==> config.mk <==
export PLATFORM = sky130hd
export DESIGN_NAME = kbd_uart_rx
export DESIGN_NICKNAME = d
export VERILOG_FILES = /design/src/rtl/kbd_uart_rx.sv
export SDC_FILE = /design/constraint.sdc
export NUM_CORES = 1
export LEC_CHECK = 0
export CORE_MARGIN = 2
export CORE_UTILIZATION = 55
export CTS_BUF_LIST = sky130_fd_sc_hd__clkbuf_4 sky130_fd_sc_hd__clkbuf_8 sky130_fd_sc_hd__clkbuf_16
export CTS_CLUSTER_DIAMETER = 150
export DETAILED_ROUTE_END_ITERATION = 16
export PLACE_DENSITY = 0.77
export SLEW_MARGIN = 10
export SYNTH_ARGS = -nofsm -noshare
export SYNTH_HDL_FRONTEND = slang
export SYNTH_SLANG_ARGS = --single-unit
==> constraint.sdc <==
create_clock -name clkin -period 1.8 [get_ports clkin]
set_input_delay 0.36 -clock clkin [delete_from_list [all_inputs] [get_ports clkin]]
set_output_delay 0.36 -clock clkin [all_outputs]
set_load 0.01 [all_outputs]
==> src/rtl/kbd_uart_rx.sv <==
// 8N1 serial receiver feeding the CPU keyboard register and FGI flag.
// The line is sampled mid-bit; a low stop bit parks the receiver until the line returns high.
module kbd_uart_rx #(
   parameter int CLKS_PER_BIT = 16
) (
   input  logic       clkin,
   input  logic       rst,
   input  logic       rx,
   input  logic       inp_ack,
   input  logic       err_clr,
   output logic [7:0] keyboard,
   output logic       en_inp,
   output logic       frame_err,
   output logic       overrun
);

   localparam int CW = $clog2(CLKS_PER_BIT);
   localparam logic [CW-1:0] CNT_HALF = CW'(CLKS_PER_BIT / 2 - 1);
   localparam logic [CW-1:0] CNT_LAST = CW'(CLKS_PER_BIT - 1);

   typedef enum logic [2:0] {
      IDLE  = 3'd0,
      START = 3'd1,
      DATA  = 3'd2,
      STOP  = 3'd3,
      BREAK = 3'd4
   } state_t;

   state_t          state_r;
   logic [CW-1:0]   cnt_r;
   logic [2:0]      idx_r;
   logic [7:0]      shift_r;
   logic            rx_meta_r;
   logic            rx_sync_r;

   logic            stop_tick_s;
   logic            frame_ok_s;
   logic            frame_bad_s;
   logic            accept_s;
   logic            lost_s;

   // Stop-bit decision and what happens to a completed character.
   always_comb begin
      stop_tick_s = 1'b0;
      if (state_r == STOP && cnt_r == CNT_LAST) begin
         stop_tick_s = 1'b1;
      end else begin
         stop_tick_s = 1'b0;
      end
      frame_ok_s  = stop_tick_s & rx_sync_r;
      frame_bad_s = stop_tick_s & ~rx_sync_r;
      accept_s    = frame_ok_s & (~en_inp | inp_ack);
      lost_s      = frame_ok_s & en_inp & ~inp_ack;
   end

   // Synchroniser, receive FSM and the registered CPU-facing flags.
   always_ff @(posedge clkin) begin
      if (rst) begin
         state_r   <= IDLE;
         cnt_r     <= '0;
         idx_r     <= 3'd0;
         shift_r   <= 8'h00;
         rx_meta_r <= 1'b1;
         rx_sync_r <= 1'b1;
         keyboard  <= 8'h00;
         en_inp    <= 1'b0;
         frame_err <= 1'b0;
         overrun   <= 1'b0;
      end else begin
         rx_meta_r <= rx;
         rx_sync_r <= rx_meta_r;

         case (state_r)
            IDLE: begin
               if (!rx_sync_r) begin
                  state_r <= START;
                  cnt_r   <= '0;
               end
            end
            START: begin
               // Re-check the start bit at its centre to reject glitches.
               if (cnt_r == CNT_HALF) begin
                  cnt_r <= '0;
                  idx_r <= 3'd0;
                  if (!rx_sync_r) begin
                     state_r <= DATA;
                  end else begin
                     state_r <= IDLE;
                  end
               end else begin
                  cnt_r <= cnt_r + CW'(1);
               end
            end
            DATA: begin
               if (cnt_r == CNT_LAST) begin
                  cnt_r   <= '0;
                  shift_r <= {rx_sync_r, shift_r[7:1]};
                  if (idx_r == 3'd7) begin
                     state_r <= STOP;
                  end else begin
                     idx_r <= idx_r + 3'd1;
                  end
               end else begin
                  cnt_r <= cnt_r + CW'(1);
               end
            end
            STOP: begin
               if (cnt_r == CNT_LAST) begin
                  cnt_r <= '0;
                  if (rx_sync_r) begin
                     state_r <= IDLE;
                  end else begin
                     state_r <= BREAK;
                  end
               end else begin
                  cnt_r <= cnt_r + CW'(1);
               end
            end
            BREAK: begin
               if (rx_sync_r) begin
                  state_r <= IDLE;
               end
            end
            default: begin
               state_r <= IDLE;
               cnt_r   <= '0;
            end
         endcase

         if (accept_s) begin
            keyboard <= shift_r;
            en_inp   <= 1'b1;
         end else if (inp_ack) begin
            en_inp <= 1'b0;
         end

         // Set events take priority over a simultaneous clear.
         if (frame_bad_s) begin
            frame_err <= 1'b1;
         end else if (err_clr) begin
            frame_err <= 1'b0;
         end

         if (lost_s) begin
            overrun <= 1'b1;
         end else if (err_clr) begin
            overrun <= 1'b0;
         end
      end
   end

endmodule

==> key figures, run 1 <==
Final layout
  • Finished Layout Cells: 207
  • Area growth from synthesis to final layout: 12.18%
  • Fraction of final layout cells sized beyond drive strength 1: a little under an eighth
  • Total non-filler cell area in the finished layout: around 1700 um2
  • Filler cell count in the final layout: 219
  • ANT cells: 0
  • Final Net Count: ~180
  • Final core utilization: roughly two thirds

Timing
  • Worst rel slew slack: 65.52%
  • Final Setup Violations: 0
  • Fmax: between 600 and 700 MHz
  • Minimum clock period after layout: 1.626 ns
  • Count of endpoints failing hold in the final timing report: 0
  • Aggregate negative setup slack: 0 ns
  • Final worst setup slack: 0.1738 ns
  • Max-slew violation total from the final report: 0
  • Fin crit share: between 90% and 100%
  • Clk_skew: approximately 0.0067 ns
  • Unrepaired setup endpoints after global routing: no
  • Slew at the pin with the worst max-slew slack: between 0.5 and 0.6 ns

Detailed routing
  • Residual antenna-violating net count after detailed routing: 0
  • Routed wire length: between 3 and 4 mm
  • Via count: ~1300
  • Residual DRC count: 0
  • Drt first-iter violations: 26
  • Wirelength per Cell: 14.64 um
  • Drt first pass iters: 4
  • Mean number of vias per cell: just over 6

Pwr
  • Lkg Pwr: between 0.5 and 0.6 nW
  • Pwr per Cell Area: between 700 and 800 nW/um2
  • Worst vdd rail ir drop: 0.7533 mV

Logic synthesis
  • Number of cells produced by synthesis: roughly 170
  • Most area-consuming cells after synthesis: sky130_fd_sc_hd__dfxtp_1 (41%), sky130_fd_sc_hd__a21oi_1 (7.0%), sky130_fd_sc_hd__o31ai_1 (4.5%)
  • Number of synthesized flops with an enable pin: 0
  • Syn Area/Cell: 8.983 um2
  • Ranking of synthesized cells by instance count: sky130_fd_sc_hd__dfxtp_1 (31), sky130_fd_sc_hd__a21oi_1 (21), sky130_fd_sc_hd__nand3_1 (13)
  • Synthesis-stage register bit count: 31
  • Most numerous cell in the Yosys netlist: sky130_fd_sc_hd__dfxtp_1
  • Post-synth net total: 175
  • Netlist cell types: 39
  • Area share of the largest cell type after synthesis: 41.37%
  • Summed instance area of the synthesized netlist: 1500 um2
  • Library cell with the largest summed area after synthesis: sky130_fd_sc_hd__dfxtp_1
  • Share of synthesized area occupied by flip-flops and latches: about two fifths
  • Fraction of synthesis flops using an asynchronous set or reset pin: 0%
  • Top FF cell, synth: sky130_fd_sc_hd__dfxtp_1
  • Total of warnings raised by yosys: 0

Worst setup path
  • Data arrival time of the critical path: 1.90 ns
  • Kind of cell adding the most delay to the critical path: simple AND/OR/NAND/NOR gates
  • Ordered cell list for the critical path: ha_1 > nand4b_2 > or4_1 > a21oi_1
  • Critical Path Max Stage Delay: between 0.4 and 0.5 ns
  • Critical Path Sink Type: flip-flop
  • Worst Setup Path Type: reg2reg
  • Max Fanout on Critical Path: 9
  • Sum of buffers and inverters on the critical path: 0
  • Critical Path Source Type: flip-flop
  • Required time of the critical path: 2.08 ns
  • Cell with the largest stage delay on the worst path: sky130_fd_sc_hd__or4_1

CTS
  • Clk root buf: sky130_fd_sc_hd__clkbuf_4
  • Clock latency on the worst-skew pair: 0.34 ns
  • CTS tree: yes
  • Number of buffers on the longest clock path: 2
  • Cts bufs inserted: 5
  • Sink Count: 31
  • Clock edge transition at the registers on the reported setup and hold paths: 0.10 ns
  • Deepest level of the CTS H-tree: 2
  • Total of hold buffers inserted after clock tree synthesis: 0
  • CTS-repair resized insts: 0
  • Buffers inserted by post-CTS timing repair: 0

Global route
  • Total track usage: 20.63%
  • Overflow left after global routing: 0
  • Maximum number of pins on one net before global-route repair: 25
  • Vias in the first global route: 1097
  • First-pass GRT wire length: 4.988 mm
  • Initial antenna violation count: 0

Floorplanning
  • Total number of placement rows: 18
  • Area of the die: around 3200 um2
  • Die boundary width: roughly 56 um
  • Die Y-Extent: about 56 um
  • Number of I/O pins: 16
  • Initial core utilization: between 50% and 60%
  • Std-Cell Core Area: 2522 um2

Hold path
  • Path class of the lowest-slack min-delay path: reg2reg

Outcome
  • Outcome: completed

Run
  • Max cap viols: 0

Placed design
  • Pre-CTS setup slack: ~0.11 ns
  • Estimated wirelength of the detail-placed design: around 2.1 mm
  • Instance area after placement: 1610 um2
  • GPL Wtd Cong: ~0.77
  • Number of cells in the design after placement: roughly 200
  • Number of I/O port buffers: 15
## layout by cell type (no fill, tap or decap), types with 2 or more instances in the layout
master / count
sky130_fd_sc_hd__a21oi_1: 21
sky130_fd_sc_hd__a31oi_1: 2
sky130_fd_sc_hd__a32oi_1: 2
sky130_fd_sc_hd__and2b_1: 2
sky130_fd_sc_hd__and3_1: 2
sky130_fd_sc_hd__and4b_1: 2
sky130_fd_sc_hd__buf_4: 3
sky130_fd_sc_hd__clkbuf_4: 6
sky130_fd_sc_hd__clkbuf_8: 2
sky130_fd_sc_hd__clkdlybuf4s50_1: 15
sky130_fd_sc_hd__dfxtp_1: 31
sky130_fd_sc_hd__ha_1: 3
sky130_fd_sc_hd__inv_1: 3
sky130_fd_sc_hd__mux2i_1: 3
sky130_fd_sc_hd__nand2_1: 4
sky130_fd_sc_hd__nand2b_1: 8
sky130_fd_sc_hd__nand3_1: 13
sky130_fd_sc_hd__nand4_1: 10
sky130_fd_sc_hd__nand4b_2: 2
sky130_fd_sc_hd__nor2_1: 5
sky130_fd_sc_hd__nor2b_1: 2
sky130_fd_sc_hd__o2111ai_1: 2
sky130_fd_sc_hd__o21ai_0: 8
sky130_fd_sc_hd__o31ai_1: 9
sky130_fd_sc_hd__or2_2: 4
## path summary, 6_finish.rpt
check / startpoint / end / slack [ns] / cells past startpoint
setup / recovery: cnt_r[0] / frame_err / 0.17 / 4
hold / removal: rx_meta_r / rx_sync_r / 0.42 / 1
setup reg to reg: cnt_r[0] / frame_err / 0.17 / 4
hold reg to reg: rx_meta_r / rx_sync_r / 0.42 / 1
## worst reg2reg max path, cell delays in order (launching register included)
cell and delay, ns:
sky130_fd_sc_hd__dfxtp_1 0.40, sky130_fd_sc_hd__ha_1 0.33, sky130_fd_sc_hd__nand4b_2 0.25, sky130_fd_sc_hd__or4_1 0.45, sky130_fd_sc_hd__a21oi_1 0.14
## area by class of cell
| type | count | area [um2] | area share (%) |
|---|---|---|---|
| clock buffers | 8 | 72.57 | 4.312 |
| flip-flops and latches | 31 | 620.6 | 36.88 |
| inverters | 4 | 15.01 | 0.8922 |
| well taps | 30 | 37.54 | 2.230 |
| multi-input cells | 116 | 764.5 | 45.43 |
| repair buffers | 18 | 172.7 | 10.26 |
## cell families after synthesis
group,after synthesis,share of synthesized area [%]
AO/OA/AOI/OAI,50,21.35
multiplexers,3,2.002
AND/OR/NAND/NOR,58,23.94
adder cells (fa/ha/maj),3,2.502
buffers and inverters,20,7.672
XOR/XNOR,2,1.168
flip-flops,31,41.37
## report_power, final
group	internal [mW]	switching [mW]	total, mW
registers	0.690	0.00783	0.698
clock network	0.245	0.240	0.484
logic	0.0202	0.0205	0.0407
## state kept, by name (all words and copies together), names as in the netlist
name	flops
cnt_r	4
idx_r	3
frame_err	1
overrun	1
state_r	3
keyboard	8
en_inp	1
rx_meta_r	1
rx_sync_r	1
shift_r	8
## per-stage QoR
step / hold WS (ns) / total power, mW
floorplan: 0.3895 / 0.7386
global placement: 0.4026 / 0.7525
detailed placement: 0.4014 / 0.7546
CTS: 0.4250 / 1.235
global route: 0.4396 / 1.265
finish: 0.4230 / 1.223
## routing by layer
layer	global-route usage, %	share of wire, %
met1	23.19	44
met2	34.29	50
met3	7.674	4.5
met4	9.864	1.7
met5	0	0
Power figures use the tool's default switching activity.
==> inputs of run 2 (changes only) <==
- CORE_MARGIN: 2 -> 4
- PLACE_DENSITY: 0.77 -> 0.78
==> key figures, run 2 (synthesis results as in run 1) <==
Outcome
  • Outcome: completed

CTS
  • Number of buffers on the longest clock path: 2
  • CTS-repair resized insts: 0
  • Clock edge transition at the registers on the reported setup and hold paths: approximately 0.10 ns
  • Clock latency on the worst-skew pair: 0.33 ns
  • Cts bufs inserted: 5
  • CTS tree: yes
  • Buffers inserted by post-CTS timing repair: 0
  • Sink Count: 31
  • Total of hold buffers inserted after clock tree synthesis: 0
  • Clk root buf: sky130_fd_sc_hd__clkbuf_4
  • Deepest level of the CTS H-tree: 2

Detailed routing
  • Wirelength per Cell: between 10 and 15 um
  • Routed wire length: a little over 3 mm
  • Drt first pass iters: 4
  • Mean number of vias per cell: 6.287
  • Via count: around 1300
  • Residual DRC count: 0
  • Residual antenna-violating net count after detailed routing: 0
  • Drt first-iter violations: between 40 and 50

Worst setup path
  • Depth of the worst register-to-register path: 4
  • Worst Setup Path Type: reg2reg
  • Required time of the critical path: approximately 2.0 ns
  • Critical Path Source Type: flip-flop
  • Max Fanout on Critical Path: 8
  • Launch point of the critical path: cnt_r[0]
  • Data arrival time of the critical path: around 1.8 ns
  • Critical Path Sink Type: flip-flop
  • R2R Path Start: cnt_r[0]

Final layout
  • ANT cells: 0
  • Leading cell type in the layout, fill and taps excluded: sky130_fd_sc_hd__dfxtp_1
  • Finished Layout Cells: about 210
  • Final Net Count: 187
  • Biggest regs: keyboard: 8 flops, shift_r: 8 flops, cnt_r: 4 flops
  • Highest-count cells in the layout ignoring fill and taps: sky130_fd_sc_hd__dfxtp_1 (31), sky130_fd_sc_hd__a21oi_1 (21), sky130_fd_sc_hd__clkdlybuf4s50_1 (15)
  • Filler cell count in the final layout: 215
  • Fraction of final layout cells sized beyond drive strength 1: 12.85%
  • Final core utilization: around two thirds
  • Area growth from synthesis to final layout: 12.59%

Hold path
  • Depth of the worst hold-timing path: 1
  • Path class of the lowest-slack min-delay path: reg2reg
  • Min-Delay Startpoint: rx_meta_r

Floorplanning
  • Die Y-Extent: around 60 um
  • Number of I/O pins: 16
  • Initial core utilization: 58.95%
  • Area of the die: 3627 um2
  • Die boundary width: about 60 um
  • Total number of placement rows: 18
  • Std-Cell Core Area: roughly 2500 um2

Timing
  • Clk_skew: slightly above 0.01 ns
  • Unrepaired setup endpoints after global routing: no
  • Final Setup Violations: 0
  • Slew at the pin with the worst max-slew slack: between 0.5 and 0.6 ns
  • Worst hold slack after final layout: about 0.43 ns
  • Worst rel slew slack: between 60% and 70%
  • Count of endpoints failing hold in the final timing report: 0
  • Fmax: a little over 600 MHz
  • Max-slew violation total from the final report: 0
  • Minimum clock period after layout: roughly 1.6 ns
  • Fin crit share: 89.23%
  • Aggregate negative setup slack: 0 ns

Global route
  • Total track usage: around a fifth
  • Maximum number of pins on one net before global-route repair: 18
  • Vias in the first global route: about 1200
  • Initial antenna violation count: 0
  • First-pass GRT wire length: a little over 5 mm
  • Overflow left after global routing: 0

Run
  • Max cap viols: 0

Pwr
  • Pwr per Cell Area: 682.0 nW/um2
  • Lkg Pwr: about 0.60 nW
  • Worst vdd rail ir drop: ~0.56 mV
  • Pwr Total: 1.152 mW

Placed design
  • GPL Wtd Cong: 0.8132
  • Estimated wirelength of the detail-placed design: 2.165 mm
  • Number of I/O port buffers: 15
  • Number of cells in the design after placement: approximately 200
-- run 2: cell count changes in the layout (fill, tap and decap cells not counted), sizes merged --
cell    before  now
clkbuf       8    6
clkinv       0    1
buf          3    6
-- run 2: area by class of cell --
cell class              count  area (um2)  area share, %
multi-input cells         116       764.5          45.26
flip-flops and latches     31       620.6          36.74
repair buffers             21       195.2          11.56
clock buffers               6       51.30          3.037
well taps                  30       37.54          2.222
inverters                   4       15.01         0.8889
clock inverters             1       5.005         0.2963
-- run 2: where the power goes --
group          internal, mW  switching, mW
Combinational        0.0216         0.0203
Clock                 0.181          0.232
Sequential            0.690        0.00741
-- run 2: worst max-delay path: stages, from the launching register on --
cell and delay (ns):
sky130_fd_sc_hd__dfxtp_1 0.40, sky130_fd_sc_hd__ha_1 0.32, sky130_fd_sc_hd__nand3_1 0.31, sky130_fd_sc_hd__o31ai_1 0.35
sky130_fd_sc_hd__a21oi_1 0.10
-- run 2: layer usage --
metal / track usage, % / wire length (um) / vias up / part of all wire, %
met4: 9.810 / 70 / 0 / 2.3
met3: 6.479 / 156 / 7 / 5.1
met1: 21.34 / 1312 / 631 / 43
li1: - / - / 645 / -
met2: 32.25 / 1523 / 31 / 50
met5: 0 / 0 / - / 0
-- run 2: worst paths after layout --
check / to / slack, ns
max: keyboard[7] / 0.19
min: rx_sync_r / 0.43
max reg2reg: keyboard[7] / 0.19
min reg2reg: rx_sync_r / 0.43
-- run 2: per-stage QoR --
| stage | area (um2) | setup WS, ns |
|---|---|---|
| after floorplan | 1500 | 0.3202 |
| after global placement | 1633 | 0.2747 |
| after detailed placement | 1633 | 0.1841 |
| after CTS | 1689 | 0.1915 |
| after global routing | 1689 | 0.02940 |
| final | 1689 | 0.1939 |
